==> src/rtl/shift_crc_reg.sv <==
// ---------------------------------------------------------------------------
// shift_crc_reg
//
// Purpose:
//   Generic-width shift register with parallel load and a CRC/LFSR step mode.
//   It is used in the memory-access datapath. It serialises words and computes
//   a running CRC over data moving between the controller and memory.
//   A frame step counter raises a one-cycle done pulse every FRAME_LEN
//   enabled steps.
//
// Parameters:
//   WIDTH     - register width in bits (>= 2)
//   POLY      - CRC polynomial without the implicit x^WIDTH term
//   INIT      - value q takes on reset
//   FRAME_LEN - enabled steps per frame (1 .. 2**CNT_W-1)
//   CNT_W     - width of the step counter
//
// Ports:
//   clk      in   rising-edge clock
//   rst_n    in   synchronous reset, active low
//   load     in   parallel load strobe (wins over a simultaneous step)
//   load_val in   value loaded into q
//   en       in   step enable
//   mode     in   00 hold, 01 shift left, 10 shift right, 11 CRC step
//   din      in   serial data input
//   q        out  register contents (registered)
//   pop      out  bit shifted out on the last step (registered)
//   cnt      out  steps taken in the current frame (registered)
//   done     out  one-cycle pulse when a frame completes (registered)
// ---------------------------------------------------------------------------
module shift_crc_reg #(
  parameter int unsigned       WIDTH     = 8,
  parameter logic [WIDTH-1:0]  POLY      = WIDTH'('h07),
  parameter logic [WIDTH-1:0]  INIT      = '0,
  parameter int unsigned       FRAME_LEN = 8,
  parameter int unsigned       CNT_W     = 4
) (
  input  logic             clk,
  input  logic             rst_n,
  input  logic             load,
  input  logic [WIDTH-1:0] load_val,
  input  logic             en,
  input  logic [1:0]       mode,
  input  logic             din,
  output logic [WIDTH-1:0] q,
  output logic             pop,
  output logic [CNT_W-1:0] cnt,
  output logic             done
);

  typedef enum logic [1:0] {
    MODE_HOLD  = 2'b00,
    MODE_LEFT  = 2'b01,
    MODE_RIGHT = 2'b10,
    MODE_CRC   = 2'b11
  } mode_e;

  // Counter value of the final step in a frame.
  localparam logic [CNT_W-1:0] LAST_CNT = CNT_W'(FRAME_LEN - 1);

  logic [WIDTH-1:0] q_q, q_d;
  logic             pop_q, pop_d;
  logic [CNT_W-1:0] cnt_q, cnt_d;
  logic             done_q, done_d;

  logic             step;
  logic             crc_fb;
  mode_e            mode_sel;

  assign mode_sel = mode_e'(mode);
  assign step     = en && (mode_sel != MODE_HOLD);

  // Galois-form feedback: the outgoing MSB combined with the incoming bit
  // decides whether the polynomial is folded into the shifted value.
  assign crc_fb   = q_q[WIDTH-1] ^ din;

  // Next-state logic. Priority is load over step over idle. Reset is
  // handled in the register process. done defaults low so it can only
  // ever be a single-cycle pulse.
  always_comb begin
    q_d    = q_q;
    pop_d  = pop_q;
    cnt_d  = cnt_q;
    done_d = 1'b0;

    if (load) begin
      q_d   = load_val;
      pop_d = 1'b0;
      cnt_d = '0;
    end else if (step) begin
      case (mode_sel)
        MODE_LEFT: begin
          q_d   = {q_q[WIDTH-2:0], din};
          pop_d = q_q[WIDTH-1];
        end
        MODE_RIGHT: begin
          q_d   = {din, q_q[WIDTH-1:1]};
          pop_d = q_q[0];
        end
        MODE_CRC: begin
          q_d   = {q_q[WIDTH-2:0], 1'b0} ^ (crc_fb ? POLY : '0);
          pop_d = q_q[WIDTH-1];
        end
        default: begin
          q_d   = q_q;
          pop_d = pop_q;
        end
      endcase

      // The frame counter wraps on the last step and flags completion.
      if (cnt_q == LAST_CNT) begin
        cnt_d  = '0;
        done_d = 1'b1;
      end else begin
        cnt_d  = cnt_q + 1'b1;
      end
    end
  end

  // State registers with synchronous active-low reset. A reset mid-frame
  // discards the partial frame, so no done pulse is produced.
  always_ff @(posedge clk) begin
    if (!rst_n) begin
      q_q    <= INIT;
      pop_q  <= 1'b0;
      cnt_q  <= '0;
      done_q <= 1'b0;
    end else begin
      q_q    <= q_d;
      pop_q  <= pop_d;
      cnt_q  <= cnt_d;
      done_q <= done_d;
    end
  end

  assign q    = q_q;
  assign pop  = pop_q;
  assign cnt  = cnt_q;
  assign done = done_q;

endmodule
==> config.mk <==
export PLATFORM = sky130hd
export DESIGN_NAME = shift_crc_reg
export DESIGN_NICKNAME = d
export VERILOG_FILES = /design/src/rtl/shift_crc_reg.sv
export SDC_FILE = /design/constraint.sdc
export NUM_CORES = 1
export LEC_CHECK = 0
export ABC_AREA = 1
export BUFFER_PORTS_ARGS = -buffer_cell sky130_fd_sc_hd__buf_4
export CAP_MARGIN = 5
export CORE_MARGIN = 4
export CORE_UTILIZATION = 39
export DETAILED_ROUTE_END_ITERATION = 10
export PLACE_DENSITY = 0.62
export SLEW_MARGIN = 15
export SYNTH_ARGS = -nofsm -noshare
export SYNTH_HDL_FRONTEND = slang
export SYNTH_SLANG_ARGS = --single-unit
==> constraint.sdc <==
create_clock -name clk -period 1.12 [get_ports clk]
set_input_delay 0.112 -clock clk [delete_from_list [all_inputs] [get_ports clk]]
set_output_delay 0.112 -clock clk [all_outputs]
set_load 0.1 [all_outputs]
Word level (Yosys, flattened, before mapping)
Cells that the tools add are included.
- mux-type cells: 7
- eq/ne operators: 4
- add/subtract/negate cells: 1
- reduce and logical (&&, ||, !) cells: 10
- bitwise operators: 4
- operator list (kind ; count):
    $pmux 8 s3 ; 1
    $mux 8 ; 2
    $xor 8x3->8 ; 1
    $reduce_bool 2->1 ; 3
    $add 4x1->4 const B ; 1
    $eq 2x2->1 const B ; 2
    $eq 4x3->1 const B ; 1
    $mux 4 ; 1
    $reduce_and 2->1 ; 2
    $reduce_bool 4->1 ; 1
    $reduce_or 2->1 ; 2
    $mux 3 ; 1
    $reduce_or 3->1 ; 1
    $eq 2x1->1 const B ; 1
    $not 1->1 ; 2
    $pmux 1 s2 ; 1
    $logic_and 1x1->1 ; 1
    $mux 1 ; 1
    $xor 1x1->1 ; 1
- word-level logic and storage cells: 30
- register bits: 14

Depth between registers and ports, before layout
Gate-level depths: netlist of the first run.
- word-level depth: 6
- depth in mapped cells: 8

Worst setup path after synthesis of the first run
Ideal clock, no wire load.
- kind: flip-flop to flip-flop
- from: reg cnt_q[0], in the netlist cnt[0]
- to: reg cnt_q[3], in the netlist cnt[3]
- data required time: 1.003 ns
- period minus slack after synthesis: 1.797 ns
- path buffers: 0
- library setup time: 0.117 ns
- stages on the path, launching flop included: 7
- path slack: -0.677 ns
- arrival time: 1.680 ns
- path through: dfxtp_1 ha_1 inv_1 nor3_1 nand2_1 nand2_1 nor2_1
- longest elaborated chain between the ends: 2
- elaborated cells between the ends (all ways): 3
- classes of those cells: add/sub (1); eq/ne (1); mux (1)
- RTL lines (item ; RTL line ; text):
    start, declared ; 63 ; logic [CNT_W-1:0] cnt_q, cnt_d;
    start signal, assigned ; 131 ; cnt_q <= cnt_d;
    $add 4x1->4 or $eq 4x3->1 (tied branches) ; 115, 111 ;
    $mux 4 (*) ; 111 ; if (cnt_q == LAST_CNT) begin
Every way passes the cells marked *; elsewhere a longest branch is shown, timed or not.
A chain may end at the register's enable or synchronous reset.

Final worst setup path of the first run
- from: reg q_q[7], in the netlist q[7]
- to: out q[7]
- RTL lines (item ; RTL line ; text):
    start, declared ; 61 ; logic [WIDTH-1:0] q_q, q_d;
    start signal, assigned ; 129 ; q_q <= q_d;
    end, declared ; 45 ; output logic [WIDTH-1:0] q,
No word-level cell between the ends.

==> flow_summary_export.csv, run 1 <==
group,metric,value,unit
status,outcome,"complete, no violations",
critical_path,critical_path_class,"register to output pin",
logic_synthesis,synthSimpleGateAreaFrac,27.8,%
logic_synthesis,synth.top_cell.area_share,34.9,%
critical_path,rrSetupSlack,0.10,ns
logic_synthesis,synth.area.top_cells,"sky130_fd_sc_hd__dfxtp_1 (35%), sky130_fd_sc_hd__nand2_1 (15%), sky130_fd_sc_hd__a21oi_1 (12%)",
critical_path,max_stage_delay,0.39,ns
power,seq_power_share,41.5,%
route,total_number_of_vias,902,
job,drv_cap,0,
layout,fraction_of_layout_cells_with_a_size_suffix_above_1,36.8,%
timing,max_slew_margin,81.5,%
clock_network,clock_buffers_created_by_tritoncts,3,
timing,final.period_utilization,96.1,%
timing,slew_at_the_pin_closest_to_its_max_slew_limit,0.279,ns
die,num_rows,16,
logic_synthesis,synth.lib_cells_used.distinct,18,
clock_network,clock_sink_count,14,
timing,final-max-slew-violation-count,0,
timing,clock-skew-final,0.000923,ns
die,floorplan.core_area,1960,µm²
global_route,first_global_vias,866,
clock_network,clkSlewWorstSetupHoldPaths,0.09,ns
critical_path,worst-endpoint-arrival,0.96,ns
hold_path,worst_hold_check_path_type,"input port to register",
placement,place.port_buffers,28,
route,routed_wirelength,2220,µm
route,avgRoutedWirePerCell,12.2,µm
die,die_width,53.4,µm
placement,post-place-ws,0.0695,ns
clock_network,postCtsSetupBuffers,0,
power,power_density,1190,nW/µm²
placement,dp.final_hpwl,1720,µm
critical_path,critPathSlowestCell,"sky130_fd_sc_hd__dfxtp_4",
logic_synthesis,post_synth_xor_area_fraction,1.09,%
die,die_height,53.4,µm
global_route,first_pass_grt_wire_length,3690,µm
die,boundaryPins,29,
critical_path,crit_required,1.01,ns
layout,nets,172,
logic_synthesis,muxShareOfSynthArea,0,%
logic_synthesis,synth_top_family_by_area,"simple AND/OR/NAND/NOR gates",
placement,finalWeightedCongestion,0.802,
die,die_area,2850,µm²
critical_path,maximum_fanout_along_the_worst_path,6,
timing,setup_viol,0,
route,via_count_normalized_by_instance_count,4.96,
clock_network,clock_latency,0.28,ns
layout,layout.cells.most_common_list,"sky130_fd_sc_hd__nand2_1 (32), sky130_fd_sc_hd__buf_4 (32), sky130_fd_sc_hd__a21oi_1 (18)",
power,share_of_power_burned_in_the_clock_network,22.7,%
route,first_iter_violations,24,
logic_synthesis,ys_seq_area_share,34.9,%
route,first_pass_iters,4,
timing,max_freq,929,MHz
power,leakagePower,0.000514,µW
critical_path,r2r-start,"cnt[0]",
route,final_antenna_net_count,0,
critical_path,critPathCaptureType,"output pin",
timing,fin_hold_ws,0.105,ns
logic_synthesis,syn-num-nets,137,
power,power_dissipated_by_switching_net_loads,553,µW
clock_network,cts_root_buf,"sky130_fd_sc_hd__clkbuf_4",
global_route,grt_remaining_overflow,0,
power,power.switching_fraction,40.8,%
logic_synthesis,synth_area,802,µm²
logic_synthesis,synth_compound_area_share,25.3,%
logic_synthesis,postSynthRegisterBits,14,
critical_path,cp-start-kind,"register",
layout,fill_cells,216,
power,total_power,1350,µW
die,start_util,40.9,%
clock_network,cts-root-to-sink-buffers,2,
global_route,antenna_found_initial,0,
timing,final.setup.worst_slack,0.0441,ns
clock_network,cts-htree-levels,1,
timing,grt_setup_unrepaired,"yes",
clock_network,cts_tree,"built",
critical_path,cp.buffers_inverters,1,
route,drt_drc_violations_left,0,
logic_synthesis,synthesis.instances,121,
global_route,track_usage,17.5,%
timing,hold_viol_final,0,
logic_synthesis,synth_adder_area_share,1.56,%
critical_path,worst_path_cell_chain,"buf_4",
logic_synthesis,ys_warn_count,0,
critical_path,crit_path_start,"q[7]",
logic_synthesis,avgSynthCellArea,6.63,µm²
logic_synthesis,synth_area_leader_cell,"sky130_fd_sc_hd__dfxtp_1",
power,power_frac_comb,35.8,%
power,power_report.internal_total,801,µW
hold_path,hold_path.startpoint,"load_val[3]",
global_route,maximum_number_of_pins_on_one_net_before_global_route_repair,11,
layout,n_antenna_cell,0,
timing,timing.final.crit_period,1.08,ns
layout,syn_to_final_growth,42.4,%
power,vdd.ir_drop.worst,0.000649,V
critical_path,timing.critical_path.max_delay_family,"flip-flops",
==> power groups by stage <==
stage	logic, µW	registers, µW	clock network [µW]
after floorplan	140	775	0
after CTS	483	562	314
after global placement	480	572	0
after detailed placement	481	574	0
final	485	562	307
after global routing	518	568	339
==> sequential cells by signal (all words and copies together), names as in the netlist <==
name,cells
cnt,4
done,1
pop,1
q,8
==> metal layers <==
layer | GRT usage (%) | wire length [µm] | vias up
met5 | 0 | 0 | -
met4 | 5.53 | 12 | 0
met3 | 3.10 | 89 | 2
met2 | 29.2 | 1100 | 15
met1 | 22.5 | 1020 | 413
li1 | - | - | 472
==> cell usage after synthesis <==
cell type and n:
sky130_fd_sc_hd__nand3b_1 2, sky130_fd_sc_hd__dfxtp_1 14, sky130_fd_sc_hd__nor2_1 7, sky130_fd_sc_hd__buf_4 2, sky130_fd_sc_hd__nand2_4 1, sky130_fd_sc_hd__a31oi_1 1
sky130_fd_sc_hd__nand3_1 4, sky130_fd_sc_hd__inv_1 15, sky130_fd_sc_hd__xor2_1 1, sky130_fd_sc_hd__a21oi_1 19, sky130_fd_sc_hd__nor2_4 1, sky130_fd_sc_hd__inv_2 1
sky130_fd_sc_hd__ha_1 1, sky130_fd_sc_hd__o211ai_1 4, sky130_fd_sc_hd__o21ai_4 1, sky130_fd_sc_hd__o21ai_0 11, sky130_fd_sc_hd__nor3_1 3, sky130_fd_sc_hd__nand2_1 33
==> logic make-up after synthesis <==
kind of cell    after synthesis
simple gates                 51
compound gates               36
buf+inv                      18
flops                        14
xor+xnor                      1
fa+ha+maj                     1
==> timing repair <==
| action | in CTS | in global routing |
|---|---|---|
| hold buffers | 0 | 0 |
| gates resized for setup | 0 | 2 |
| setup endpoints to repair | 0 | 4 |
==> path summary, 6_finish.rpt <==
| kind | endpoint | depth (start not counted) |
|---|---|---|
| max reg2reg | cnt[3] | 6 |
| min reg2reg | q[2] | 2 |
| min | q[3] | 3 |
| max | q[7] | 1 |
==> stage by stage <==
| stage | TNS (ns) | utilization (%) | cells | area, µm² |
|---|---|---|---|---|
| final | 0 | 58.2 | 182 | 1140 |
| after global routing | -0.00493 | 58.2 | 182 | 1140 |
| after CTS | 0 | 57.9 | 182 | 1140 |
| after global placement | 0 | 56.6 | 178 | 1110 |
| after floorplan | -0.219 | - | 121 | 851 |
| after detailed placement | 0 | 56.6 | 178 | 1110 |
==> area by class of cell <==
type / instances / area (µm²) / share of cell area (%)
multi-input combinational: 89 / 470 / 41.2
sequential: 14 / 312 / 27.3
clock buffer: 4 / 26.3 / 2.30
inverter: 16 / 60.1 / 5.26
tap: 27 / 33.8 / 2.96
timing repair buffer: 32 / 240 / 21.0
Power figures use the tool's default switching activity.
==> run 2: changes to the inputs <==
==> constraint.sdc (replaced) <==
create_clock -name clk -period 1.2 [get_ports clk]
set_input_delay 0.12 -clock clk [delete_from_list [all_inputs] [get_ports clk]]
set_output_delay 0.12 -clock clk [all_outputs]
set_load 0.1 [all_outputs]
==> run 2 against run 1 <==
Compared with the run above:
- design area fell by 1.4%
- flip-flop and latch count unchanged
- combinational power fell by 9.5%
- core utilization down 0.83 points
- hold slack better by 0.0041 ns
- setup slack improved by 0.058 ns
- register-to-register slack gained 0.04 ns
- clock power up 14%
- cell count fell by 1.1%
- clock skew grew 0.00073 ns
- global-route usage shrank 1.8 points
- via count is 2.4% lower
==> flow_summary_export.csv, run 2 (synthesized netlist as in run 1, its figures left out) <==
group,metric,value,unit
layout,syn_to_final_growth,40.4,%
clock_network,cts-htree-levels,1,
clock_network,cts_root_buf,"sky130_fd_sc_hd__clkbuf_4",
placement,finalWeightedCongestion,0.816,
global_route,antenna_found_initial,0,
clock_network,cts_resized,0,
die,die_height,53.4,µm
layout,nets,170,
hold_path,whs_endpoint,"q[7]",
layout,n_antenna_cell,0,
die,die_area,2850,µm²
critical_path,worstRegToRegCells,6,
clock_network,cts-root-to-sink-buffers,2,
timing,fin_hold_ws,0.109,ns
critical_path,timing.critical_path.max_delay_family,"flip-flops",
hold_path,worst_hold_path.num_cells,3,
global_route,first_pass_grt_wire_length,3220,µm
timing,clock-skew-final,0.00166,ns
power,power_density,1170,nW/µm²
die,floorplan.core_area,1960,µm²
critical_path,r2r-start,"cnt[0]",
timing,final.period_utilization,91.5,%
route,drt_drc_violations_left,0,
hold_path,hold_path.startpoint,"rst_n",
route,final_antenna_net_count,0,
job,drv_cap,0,
timing,timing.final.crit_period,1.10,ns
critical_path,critical_path_class,"register to output pin",
clock_network,postCtsSetupBuffers,0,
placement,place.port_buffers,28,
route,avgRoutedWirePerCell,11.6,µm
timing,max_freq,911,MHz
timing,slew_at_the_pin_closest_to_its_max_slew_limit,0.299,ns
critical_path,cp-start-kind,"register",
critical_path,worst_path_cell_chain,"buf_4",
critical_path,cp.buffers_inverters,1,
global_route,grt_remaining_overflow,0,
layout,layout.cells.most_common_list,"sky130_fd_sc_hd__nand2_1 (33), sky130_fd_sc_hd__buf_4 (30), sky130_fd_sc_hd__a21oi_1 (19)",
hold_path,worst_hold_check_path_type,"input port to register",
clock_network,clock_buffers_created_by_tritoncts,3,
die,start_util,40.9,%
route,via_count_normalized_by_instance_count,4.89,
global_route,track_usage,15.8,%
critical_path,critPathCaptureType,"output pin",
critical_path,worst-endpoint-arrival,0.98,ns
timing,grt_setup_unrepaired,"no",
critical_path,maximum_fanout_along_the_worst_path,6,
layout,seq_area,307,µm²
layout,layout.cells.most_common,"sky130_fd_sc_hd__nand2_1",
route,first_iter_violations,14,
layout,final_cells,180,
clock_network,clock_sink_count,14,
timing,max_slew_margin,80.1,%
clock_network,cts.hold.buffers_added,0,
power,vdd.ir_drop.worst,0.000600,V
critical_path,path_depth,1,
power,leakagePower,0.000511,µW
critical_path,rrSetupSlack,0.14,ns
timing,fin_tns_setup,0,ns
critical_path,max_stage_delay,0.39,ns
critical_path,r2r_end,"cnt[3]",
global_route,first_global_vias,744,
die,die_width,53.4,µm
critical_path,critPathSlowestCell,"sky130_fd_sc_hd__dfxtp_2",
route,first_pass_iters,4,
clock_network,clock_latency,0.28,ns
layout,largest_register_ffs,8,
die,boundaryPins,29,
layout,fraction_of_layout_cells_with_a_size_suffix_above_1,34.6,%
global_route,maximum_number_of_pins_on_one_net_before_global_route_repair,11,
placement,dp.final_hpwl,1690,µm
status,outcome,"complete, no violations",
layout,multiInputGateArea,464,µm²
layout,fill_cells,210,
timing,final-max-slew-violation-count,0,
timing,hold_viol_final,0,
clock_network,cts_tree,"built",
clock_network,clkSlewWorstSetupHoldPaths,0.09,ns
critical_path,crit_path_start,"q[1]",
placement,placed_cells_incl_taps,176,
die,num_rows,16,
route,total_number_of_vias,880,
critical_path,crit_required,1.08,ns
timing,setup_viol,0,
route,routed_wirelength,2080,µm
## run 2: area by class of cell
| cell class | instances | share of cell area [%] |
|---|---|---|
| multi-input combinational | 89 | 41.2 |
| inverter | 16 | 5.33 |
| clock buffer | 4 | 3.22 |
| tap | 27 | 3.00 |
| timing repair buffer | 30 | 20.0 |
| sequential | 14 | 27.2 |
## run 2: metrics by stage
| stage | cell area [µm²] | total power (µW) | utilization [%] | setup slack [ns] |
|---|---|---|---|---|
| 3_5_place_dp | 1090 | 977 | 55.5 | 0.124 |
| 2_1_floorplan | 846 | 855 | - | -0.0105 |
| 6_report | 1130 | 1320 | 57.4 | 0.102 |
| 3_3_place_gp | 1090 | 976 | 55.5 | 0.142 |
| 5_1_grt | 1130 | 1370 | 57.4 | 0.0519 |
| 4_1_cts | 1130 | 1330 | 57.4 | 0.0917 |
## run 2: report_power, final
group	leakage, µW	internal, µW	total (µW)	switching, µW
Sequential	0.000121	492	526	34.4
Clock	0.0000210	185	350	165
Combinational	0.000369	122	439	317
## run 2: worst max path at each step
stage	to	slack, ns
after floorplan	cnt[3]	-0.01
after detailed placement	q[2]	0.12
final	q[1]	0.10
after CTS	q[1]	0.09
after global routing	q[0]	0.05
after global placement	q[4]	0.14
## run 2: routing by layer
| metal | up-vias | global-route usage [%] | wire [µm] |
|---|---|---|---|
| met5 | - | 0 | 0 |
| met1 | 386 | 19.1 | 917 |
| li1 | 463 | - | - |
| met4 | 0 | 7.66 | 18 |
| met2 | 27 | 25.7 | 1020 |
| met3 | 4 | 3.66 | 121 |
